File: src/rtl/riscv_pkg.sv
// rtl/riscv_pkg.sv - load/store size constants and data-memory FSM state type
package riscv_pkg;

  localparam logic [2:0] F3_B  = 3'b000;
  localparam logic [2:0] F3_H  = 3'b001;
  localparam logic [2:0] F3_W  = 3'b010;
  localparam logic [2:0] F3_BU = 3'b100;
  localparam logic [2:0] F3_HU = 3'b101;

  typedef enum logic [1:0] {
    MEM_IDLE,
    MEM_REQ,
    MEM_WAIT_R,
    MEM_DONE
  } mem_state_e;

  typedef enum logic [1:0] {
    SZ_B,
    SZ_H,
    SZ_W
  } mem_size_e;

  // Undefined Funct3 encodings fall back to a full word access.
  function automatic mem_size_e f3_size(input logic [2:0] f3);
    case (f3)
      F3_B, F3_BU: return SZ_B;
      F3_H, F3_HU: return SZ_H;
      default:     return SZ_W;
    endcase
  endfunction

endpackage

File: src/rtl/lsu_lane_align.sv
// rtl/lsu_lane_align.sv - byte-enable/store replication and load lane extraction/extension
module lsu_lane_align
  import riscv_pkg::*;
(
  input  logic [2:0]  funct3,
  input  logic [1:0]  lane,
  input  logic [31:0] store_data,
  input  logic [31:0] load_word,
  output logic [3:0]  be,
  output logic [31:0] store_rep,
  output logic [31:0] load_ext
);

  logic [31:0] byte_shift;
  logic [31:0] half_shift;
  logic [7:0]  ld_byte;
  logic [15:0] ld_half;

  // Halfwords only ever use addr[1]; addr[0] never shifts a halfword lane.
  assign byte_shift = load_word >> {lane, 3'b000};
  assign half_shift = load_word >> {lane[1], 4'b0000};
  assign ld_byte    = byte_shift[7:0];
  assign ld_half    = half_shift[15:0];

  always_comb begin
    be        = 4'b1111;
    store_rep = store_data;
    load_ext  = load_word;
    case (f3_size(funct3))
      SZ_B: begin
        be        = 4'b0001 << lane;
        store_rep = {4{store_data[7:0]}};
        load_ext  = funct3[2] ? {24'h0, ld_byte} : {{24{ld_byte[7]}}, ld_byte};
      end
      SZ_H: begin
        be        = 4'b0011 << {lane[1], 1'b0};
        store_rep = {2{store_data[15:0]}};
        load_ext  = funct3[2] ? {16'h0, ld_half} : {{16{ld_half[15]}}, ld_half};
      end
      default: ;
    endcase
  end

endmodule

File: src/rtl/data_mem_access_unit.sv
// rtl/data_mem_access_unit.sv - load/store bus sequencer with pipeline stall; MISALIGN_TRAP_EN enables misalign abort
module data_mem_access_unit
  import riscv_pkg::*;
#(
  parameter int ADDR_W      = 32,
  parameter int TIMEOUT_CYC = 255
) (
  input  logic              clk,
  input  logic              reset,
  input  logic              MemRead,
  input  logic              MemWrite,
  input  logic [2:0]        Funct3,
  input  logic [ADDR_W-1:0] addr,
  input  logic [31:0]       wdata,
  output logic              stall,
  output logic [31:0]       rdata,
  output logic              done,
  output logic              bus_err,
  output logic              mem_req,
  output logic              mem_we,
  output logic [ADDR_W-1:0] mem_addr,
  output logic [3:0]        mem_be,
  output logic [31:0]       mem_wdata,
  input  logic              mem_gnt,
  input  logic              mem_rvalid,
  input  logic [31:0]       mem_rdata
);

  localparam logic [31:0] CNT_LAST = 32'(TIMEOUT_CYC - 1);

  mem_state_e        state, state_n;
  logic [ADDR_W-1:0] addr_q;
  logic [2:0]        f3_q;
  logic [31:0]       wdata_q;
  logic              store_q;
  logic [31:0]       cnt_q, cnt_n;
  logic              err_q, err_n;
  logic              latch_en, load_cap, tmo_clr;
  logic              misalign, tmo_hit, in_req;
  logic [3:0]        lane_be;
  logic [31:0]       lane_wdata, load_ext;

`ifdef MISALIGN_TRAP_EN
  always_comb begin
    case (f3_size(Funct3))
      SZ_H:    misalign = addr[0];
      SZ_W:    misalign = (addr[1:0] != 2'b00);
      default: misalign = 1'b0;
    endcase
  end
`else
  assign misalign = 1'b0;
`endif

  assign tmo_hit = (TIMEOUT_CYC != 0) && (cnt_q == CNT_LAST);

  always_comb begin
    state_n  = state;
    cnt_n    = cnt_q;
    err_n    = 1'b0;
    latch_en = 1'b0;
    load_cap = 1'b0;
    tmo_clr  = 1'b0;
    stall    = 1'b0;
    mem_req  = 1'b0;
    case (state)
      MEM_IDLE: begin
        cnt_n = '0;
        if (MemRead || MemWrite) begin
          stall    = 1'b1;
          latch_en = 1'b1;
          if (misalign) begin
            state_n = MEM_DONE;
            err_n   = 1'b1;
          end else begin
            state_n = MEM_REQ;
          end
        end
      end
      MEM_REQ: begin
        stall   = 1'b1;
        mem_req = 1'b1;
        if (mem_gnt) begin
          state_n = store_q ? MEM_DONE : MEM_WAIT_R;
          cnt_n   = '0;
        end else if (tmo_hit) begin
          state_n = MEM_DONE;
          err_n   = 1'b1;
          tmo_clr = 1'b1;
        end else begin
          cnt_n = cnt_q + 32'd1;
        end
      end
      MEM_WAIT_R: begin
        stall = 1'b1;
        if (mem_rvalid) begin
          state_n  = MEM_DONE;
          load_cap = 1'b1;
        end else if (tmo_hit) begin
          state_n = MEM_DONE;
          err_n   = 1'b1;
          tmo_clr = 1'b1;
        end else begin
          cnt_n = cnt_q + 32'd1;
        end
      end
      // Strobes seen here still belong to the retiring instruction.
      MEM_DONE: state_n = MEM_IDLE;
      default:  state_n = MEM_IDLE;
    endcase
  end

  always_ff @(posedge clk or posedge reset) begin
    if (reset) begin
      state   <= MEM_IDLE;
      cnt_q   <= '0;
      err_q   <= 1'b0;
      addr_q  <= '0;
      f3_q    <= '0;
      wdata_q <= '0;
      store_q <= 1'b0;
      rdata   <= '0;
    end else begin
      state <= state_n;
      cnt_q <= cnt_n;
      err_q <= err_n;
      if (latch_en) begin
        addr_q  <= addr;
        f3_q    <= Funct3;
        wdata_q <= wdata;
        store_q <= MemWrite;
      end
      if (load_cap) rdata <= load_ext;
      else if (tmo_clr) rdata <= '0;
    end
  end

  lsu_lane_align u_lane_align (
    .funct3     (f3_q),
    .lane       (addr_q[1:0]),
    .store_data (wdata_q),
    .load_word  (mem_rdata),
    .be         (lane_be),
    .store_rep  (lane_wdata),
    .load_ext   (load_ext)
  );

  // Bus-side fields are forced to zero whenever no request is outstanding.
  assign in_req    = (state == MEM_REQ);
  assign mem_we    = in_req & store_q;
  assign mem_addr  = in_req ? {addr_q[ADDR_W-1:2], 2'b00} : '0;
  assign mem_be    = in_req ? lane_be : 4'b0000;
  assign mem_wdata = in_req ? lane_wdata : 32'h0;
  assign done      = (state == MEM_DONE);
  assign bus_err   = err_q;

endmodule

File: config.mk
export PLATFORM = sky130hd
export DESIGN_NAME = data_mem_access_unit
export DESIGN_NICKNAME = d
export VERILOG_FILES = /design/src/rtl/riscv_pkg.sv /design/src/rtl/lsu_lane_align.sv /design/src/rtl/data_mem_access_unit.sv
export SDC_FILE = /design/constraint.sdc
export NUM_CORES = 1
export LEC_CHECK = 0
export ABC_CLOCK_PERIOD_IN_PS = 4500
export BUFFER_PORTS_ARGS = -buffer_cell sky130_fd_sc_hd__buf_2
export CORE_UTILIZATION = 49
export CTS_BUF_LIST = sky130_fd_sc_hd__clkbuf_8
export CTS_CLUSTER_DIAMETER = 60
export DETAILED_ROUTE_END_ITERATION = 8
export PLACE_DENSITY = 0.76
export RECOVER_POWER = 100
export SLEW_MARGIN = 10
export SYNTH_ARGS = -nofsm -noshare
export SYNTH_HDL_FRONTEND = slang
export SYNTH_SLANG_ARGS = --single-unit
File: constraint.sdc
create_clock -name clk -period 4.5 [get_ports clk]
set_input_delay 0.675 -clock clk [delete_from_list [all_inputs] [get_ports clk]]
set_output_delay 0.675 -clock clk [all_outputs]
set_load 0.05 [all_outputs]
==> metrics, run 1 <==
TritonCTS clock tree done; cell row count 43; FF+latch count, synth approximately 140; Slew Viols, Final about 170; detailed-route wire length 17800 microns; Pwr per Cell Area around 840 nW/um^2; Sw Ratio 0.521; Die Area between 10000 and 15000 sq um; minimum clock period 3730 ps; synth top area cells dfrtp_1 (48%), mux2_2 (11%), and2_1 (3.6%); Psw around 3.7 mW; CP peak stage delay about 880 ps; Seq pwr share 0.289; Internal around 3.4 mW; number of flops mapped to enable cells by yosys 0; Tcrit/Tclk final 0.829; Iter 0 DRT Violations 383; Syn Std Cell Area 7060 sq um; Distinct cells, synth slightly above 60; status finished, violations left; IO Port Bufs roughly 210; chip height ~120 microns; Clock Path Buffers 2; 1st-pass router iterations 5; Slew HR -0.437; worst r2r src state[1]; sequential element share of the synthesized area 0.478; cells after synthesis approximately 680; Crit path required time between 3000 and 4000 ps; hold crit path type primary input to register; clock slew at reported path FFs ~80 ps; Area growth syn-to-layout 20.4%; Setup Crit Path Kind register to output port; flop-to-flop setup slack 1000 ps; Final Skew between 10 and 15 ps; Post-CTS Hold Buffers 0; Slew @ Worst Pin 2150 ps; initial core utilization 0.505; Setup crit end mem_wdata[28]; final antenna-violating net count 0; Global Route Usage Sum 0.247; Pwr Total approximately 7 mW; via count of the first global-routing pass around 5700; initial antenna violation count 0; synthesis warning total 0; area share of the leading cell type in the synthesized netlist 0.478; post-DR vias/cell 5.61; CP max FO 37; CP Cell Sequence inv_1, ha_1, buf_4, o211a_1, clkbuf_1; GRT Residual Overflow 0; setup violators final 0; Synth async-reset ratio 1.00; Max VDD drop ~0.54 mV; max-cap violations 2; CP Capture Type output port; Startpoint Class register; CTS sink cnt ~140; failing checks capacitance limit, slew limit; DP HPWL around 13000 microns; Leak 3.85 nW; cts bufs inserted 17; largest net degree at the start of global routing 103; IO Count between 200 and 250; largest area contributor in the netlist dfrtp_1; Setup crit start state[1]; core footprint around 14000 sq um; # diodes 0; global-route wire length before repair approximately 28000 microns; RSZ-0062 raised after global routing false; register area about 3400 sq um; mean routed wirelength per cell about 17 microns; Post-CTS Setup Inserts 0; final hold viol count 0; GPL Wtd Cong around 0.83; Peak Freq 268 MHz; post-cts sizing count 0; Mapped Avg Cell Area between 10 and 15 sq um; capture point of the worst reg-to-reg path rdata[5]; predominant post-synthesis flop cell dfrtp_1; Filler cells 1285; share of cells above drive strength 1 0.256; commonest non-fill, non-tap cell in the layout dfrtp_1; Clock Latency Late Sink roughly 450 ps; Die W around 120 microns; logic gate share of total power 0.562; area of the multi-input gates 3440 sq um; setup TNS 0 ps; drt drc 0; Vias approximately 6000; root buffer cell clkbuf_8; Critical Path AT 3050 ps; fin util 0.608; Critical-path top delay cell ha_1; Layout Nets just under 1000; Worst Reg-to-Reg Cells 7; commonest non-fill, non-tap cells in the layout dfrtp_1 (135), buf_2 (108), clkbuf_1 (101); H-tree Lvls 4; Clk pwr share 0.150
==> sequential cells by signal (all words and copies together) (netlist names) <==
register  count
addr_q       32
cnt_q        32
rdata        32
wdata_q      32
f3_q          3
state         2
bus_err       1
store_q       1
==> through the flow <==
step           setup slack (ps)  instance area (sq um)  hold WS (ps)  std cells
6_report                    770                   8500           451       1065
5_1_grt                     552                   8500           421       1065
4_1_cts                    1240                   8650           421       1065
3_5_place_dp               1750                   8230           469       1033
3_3_place_gp               1740                   8230           465       1033
2_1_floorplan               214                   7070           455        680
==> critical path: cells and delay by family, from the launching register on <==
kind / cells / cell delay [ps]
buffers and inverters: 3 / 1050
adder cells (fa/ha/maj): 1 / 880
flip-flops: 1 / 440
AO/OA/AOI/OAI: 1 / 230
==> synth_stat cells, types with 12 or more instances <==
library cell,count
o2bb2ai_1,25
dfrtp_1,135
nand4_1,12
nand2_1,53
o21ai_0,32
mux2_2,69
nor2_1,51
and2_1,41
o22ai_1,13
inv_1,18
nand3_1,13
mux2i_1,18
a21oi_1,15
clkbuf_1,30
==> cell families after synthesis <==
group / count (synthesis) / share of synthesized area
flip-flops: 135 / 0.478
multiplexers: 88 / 0.139
other: 1 / 0.000531
XOR/XNOR: 18 / 0.0223
AO/OA/AOI/OAI: 143 / 0.143
AND/OR/NAND/NOR: 225 / 0.167
buffers and inverters: 61 / 0.0358
adder cells (fa/ha/maj): 8 / 0.0142
==> power by group through the flow <==
stage	clock network (mW)	logic, mW	registers (mW)
6_report	1.06	3.99	2.05
5_1_grt	1.14	4.25	2.11
4_1_cts	1.09	4.12	2.04
3_5_place_dp	0	4.10	2.06
3_3_place_gp	0	4.07	2.04
2_1_floorplan	0	2.87	2.36
==> how the worst min path moves through the flow <==
stage / slack (ps) / startpoint / cells after the start / end
finish: 450 / addr[26] / 2 / addr_q[26]
detailed placement: 470 / rdata[28] / 1 / rdata[28]
global route: 420 / addr[26] / 2 / addr_q[26]
global placement: 470 / rdata[26] / 1 / rdata[26]
floorplan: 450 / store_q / 2 / store_q
CTS: 420 / addr[26] / 2 / addr_q[26]
==> routing by layer <==
layer / wire [microns] / up-vias / GRT usage
li1: - / 2816 / -
met3: 1250 / 28 / 0.0618
met4: 316 / 0 / 0.0869
met5: 0 / - / 0
met1: 7860 / 2883 / 0.332
met2: 8350 / 248 / 0.388
==> area by class of cell <==
cell class,instances,share of cell area
Sequential cell,135,0.397
Timing Repair Buffer,215,0.113
Multi-Input combinational cell,484,0.404
Tap cell,180,0.0265
Inverter,19,0.00883
Clock inverter,14,0.0205
Clock buffer,18,0.0291
Note: power is estimated with default switching activity, not from simulation.
==> run 2: changes to the inputs <==
- ABC_AREA: default -> 1
- ABC_CLOCK_PERIOD_IN_PS: 4500 -> 3540
- CORE_UTILIZATION: 49 -> 55
- PLACE_DENSITY: 0.76 -> 0.8
- clock period: 4.5 -> 3.54 ns (I/O delays scaled with it)
==> run 2 against run 1 <==
  * The flow now finishes without violations
  * Via count is 30% higher
  * Highest routed layer unchanged
  * Global-route usage increased by 5.2 points
  * First-iteration DRC count is 79% higher
  * Largest power group unchanged
  * Core utilization increased by 7.8 points
  * Area after synthesis rose by 9.4%
  * Largest cell class unchanged
  * Combinational power up 28%
  * Worst hold slack got worse by 190 ps
  * Cell count rose by 37%
  * Flip-flop and latch count did not move
  * Critical path type unchanged
==> metrics, run 2 <==
Iter 0 DRT Violations 686 (+79%); Setup crit end mem_wdata[11]; root buffer cell clkbuf_8; cell row count 42 (-2.3%); Layout Nets 1381 (+40%); commonest non-fill, non-tap cell in the layout nand2_1; Critical Path AT 2680 ps (-370 ps); via count of the first global-routing pass 7156 (+25%); Slew @ Worst Pin 1330 ps (-816 ps); DP HPWL 15200 microns (+22%); chip height 121 microns (-1.2%); Clock Latency Late Sink 450 ps (about the same); clock slew at reported path FFs 80 ps (about the same); sequential element share of the synthesized area 0.437 (-0.0412); Post-CTS Setup Inserts 0 (unchanged); worst r2r src state[0]; initial core utilization 0.574 (+0.0696); Global Route Usage Sum 0.299 (+0.0523); core footprint 13500 sq um (-3.8%); Vias 7783 (+30%); 1st-pass router iterations 5 (unchanged); Worst Reg-to-Reg Cells 9 (+2); Mapped Avg Cell Area 7.14 sq um (-31%); post-synthesis adder-cell area fraction 0.0130 (-0.00122); largest net degree at the start of global routing 87 (-16%); TritonCTS clock tree done; Die Area 14500 sq um (-2.5%); Final Skew 15.6 ps (+0.948 ps); Synth async-reset ratio 1.00 (unchanged); setup TNS 0 ps (unchanged); Leak 5.01 nW (+30%); capture point of the worst reg-to-reg path cnt_q[18]; final hold viol count 0 (unchanged); commonest non-fill, non-tap cells in the layout nand2_1 (389), dfrtp_1 (135), buf_2 (125); status finished clean; global-route wire length before repair 34100 microns (+20%); Post-CTS Hold Buffers 0 (unchanged); area share of the leading cell type in the synthesized netlist 0.437 (-0.0412); share of cells above drive strength 1 0.173 (-0.0831); final antenna-violating net count 0 (unchanged); Tcrit/Tclk final 0.907; flop-to-flop setup slack 630 ps (-370 ps); Area growth syn-to-layout 19.4%; Setup Crit Path Kind register to output port; Die W 121 microns (-1.2%); predominant post-synthesis flop cell dfrtp_1; IO Count 210 (unchanged); largest family of logic cells by synthesized area simple AND/OR/NAND/NOR gates; GPL Wtd Cong 0.912 (+10%); CP Capture Type output port; worst setup margin 328 ps (-442 ps); Slew HR 0.110 (+0.547); Setup crit start state[1]; Pwr per Cell Area 996 nW/um^2 (+19%); CP max FO 38 (+2.7%); minimum clock period about 3200 ps; Clock Path Buffers 2 (unchanged); GRT Residual Overflow 0 (unchanged); Max VDD drop 0.796 mV (+47%); max-cap violations 0 (-2); Syn Std Cell Area 7730 sq um (+9.4%); Synth Area in XOR/XNOR 0.00793 (-0.0144); Post-Place Setup Slack 970 ps (-778 ps); Slew Viols, Final 0 (-100%); most frequent cell after synthesis nand2_1; mux share of post-synthesis cell area 0 (-0.139); Pwr Total 9.19 mW (+29%); FF+latch count, synth 135 (unchanged); initial antenna violation count 1 (+1); Startpoint Class register; setup violators final 0 (unchanged); CTS sink cnt 135 (unchanged); H-tree Lvls 4 (unchanged); synthesis warning total 0 (unchanged); hold crit path type primary input to register; Crit path required time 3010 ps (-820 ps); cells after synthesis 1082 (+59%); synth top area cells dfrtp_1 (44%), nand2_1 (19%), inv_1 (5.4%); number of flops mapped to enable cells by yosys 0 (unchanged); drt drc 0 (unchanged); post-cts sizing count 0 (unchanged); Peak Freq between 300 and 400 MHz; cts bufs inserted 17 (unchanged); IO Port Bufs 207 (unchanged); Distinct cells, synth 47 (-23%); synth cell count leaders nand2_1 (389), dfrtp_1 (135), inv_1 (111), nor2_1 (95), nand3_1 (73); Post-Synth Simple-Gate Area 0.355 (+0.188); mean routed wirelength per cell 14.5 microns (-13%); compound-cell area share of the yosys netlist 0.0968 (-0.0462); Post-Layout Cell Count 1457 (+37%); Filler cells 1219 (-5.1%); detailed-route wire length 21100 microns (+19%); RSZ-0062 raised after global routing false; placed cells 1425 (+38%); post-DR vias/cell 5.34 (-4.8%); largest area contributor in the netlist dfrtp_1
-- run 2: changes by cell type after synthesis, sizes merged, moves of 40 or more --
cell   before  now
inv        18  120
nor2       51  113
nand3      13   76
mux2       69    0
nand2      54  400
and2       41    1
-- run 2: cells by family after synthesis --
group	after synthesis
AO/OA/AOI/OAI	127
XOR/XNOR	7
adder cells (fa/ha/maj)	8
buffers and inverters	174
flip-flops	135
other	1
AND/OR/NAND/NOR	630
-- run 2: stage by stage --
step           hold WS [ps]  area, sq um  utilization
6_report                264         9230        0.686
5_1_grt                 260         9230        0.686
4_1_cts                 154         9350        0.695
2_1_floorplan           449         7730            -
3_5_place_dp            465         8870        0.659
3_3_place_gp            462         8870        0.659
-- run 2: worst max-delay path: stages, from the launching register on --
cell and delay, ps:
dfrtp_1 440, inv_1 150, ha_2 670, o21ai_0 280, a21oi_1 190, clkbuf_1 500
-- run 2: power by group --
group          internal (mW)  total, mW  switching [mW]
registers               2.09       2.55           0.462
logic                   1.08       5.12            4.04
clock network          0.915       1.51           0.599
total                   4.09       9.19            5.10
-- run 2: how the worst min path moves through the flow --
stage                     start           to  slack, ps  cells past startpoint
floorplan             addr_q[2]    addr_q[2]        450                      2
finish                 addr[28]   addr_q[28]        260                      3
global placement     addr_q[22]   addr_q[22]        460                      2
CTS                       reset    cnt_q[27]        150                      2
global route           addr[28]   addr_q[28]        260                      3
detailed placement  wdata_q[22]  wdata_q[22]        470                      2
-- run 2: final cells by class --
cell class                      instances  area [sq um]  share of cell area
Multi-Input combinational cell        774          3640               0.395
Sequential cell                       135          3380               0.366
Timing Repair Buffer                  218          1040               0.113
Inverter                              122           462              0.0500
Clock buffer                           21           289              0.0313
Tap cell                              176           220              0.0239
Clock inverter                         10           190              0.0206
Antenna cell                            1          2.50            0.000271
-- run 2: routing by layer --
metal	global-route usage	share of wire
met1	0.397	0.42
met2	0.472	0.46
met3	0.0618	0.081
met4	0.138	0.032
met5	0	0
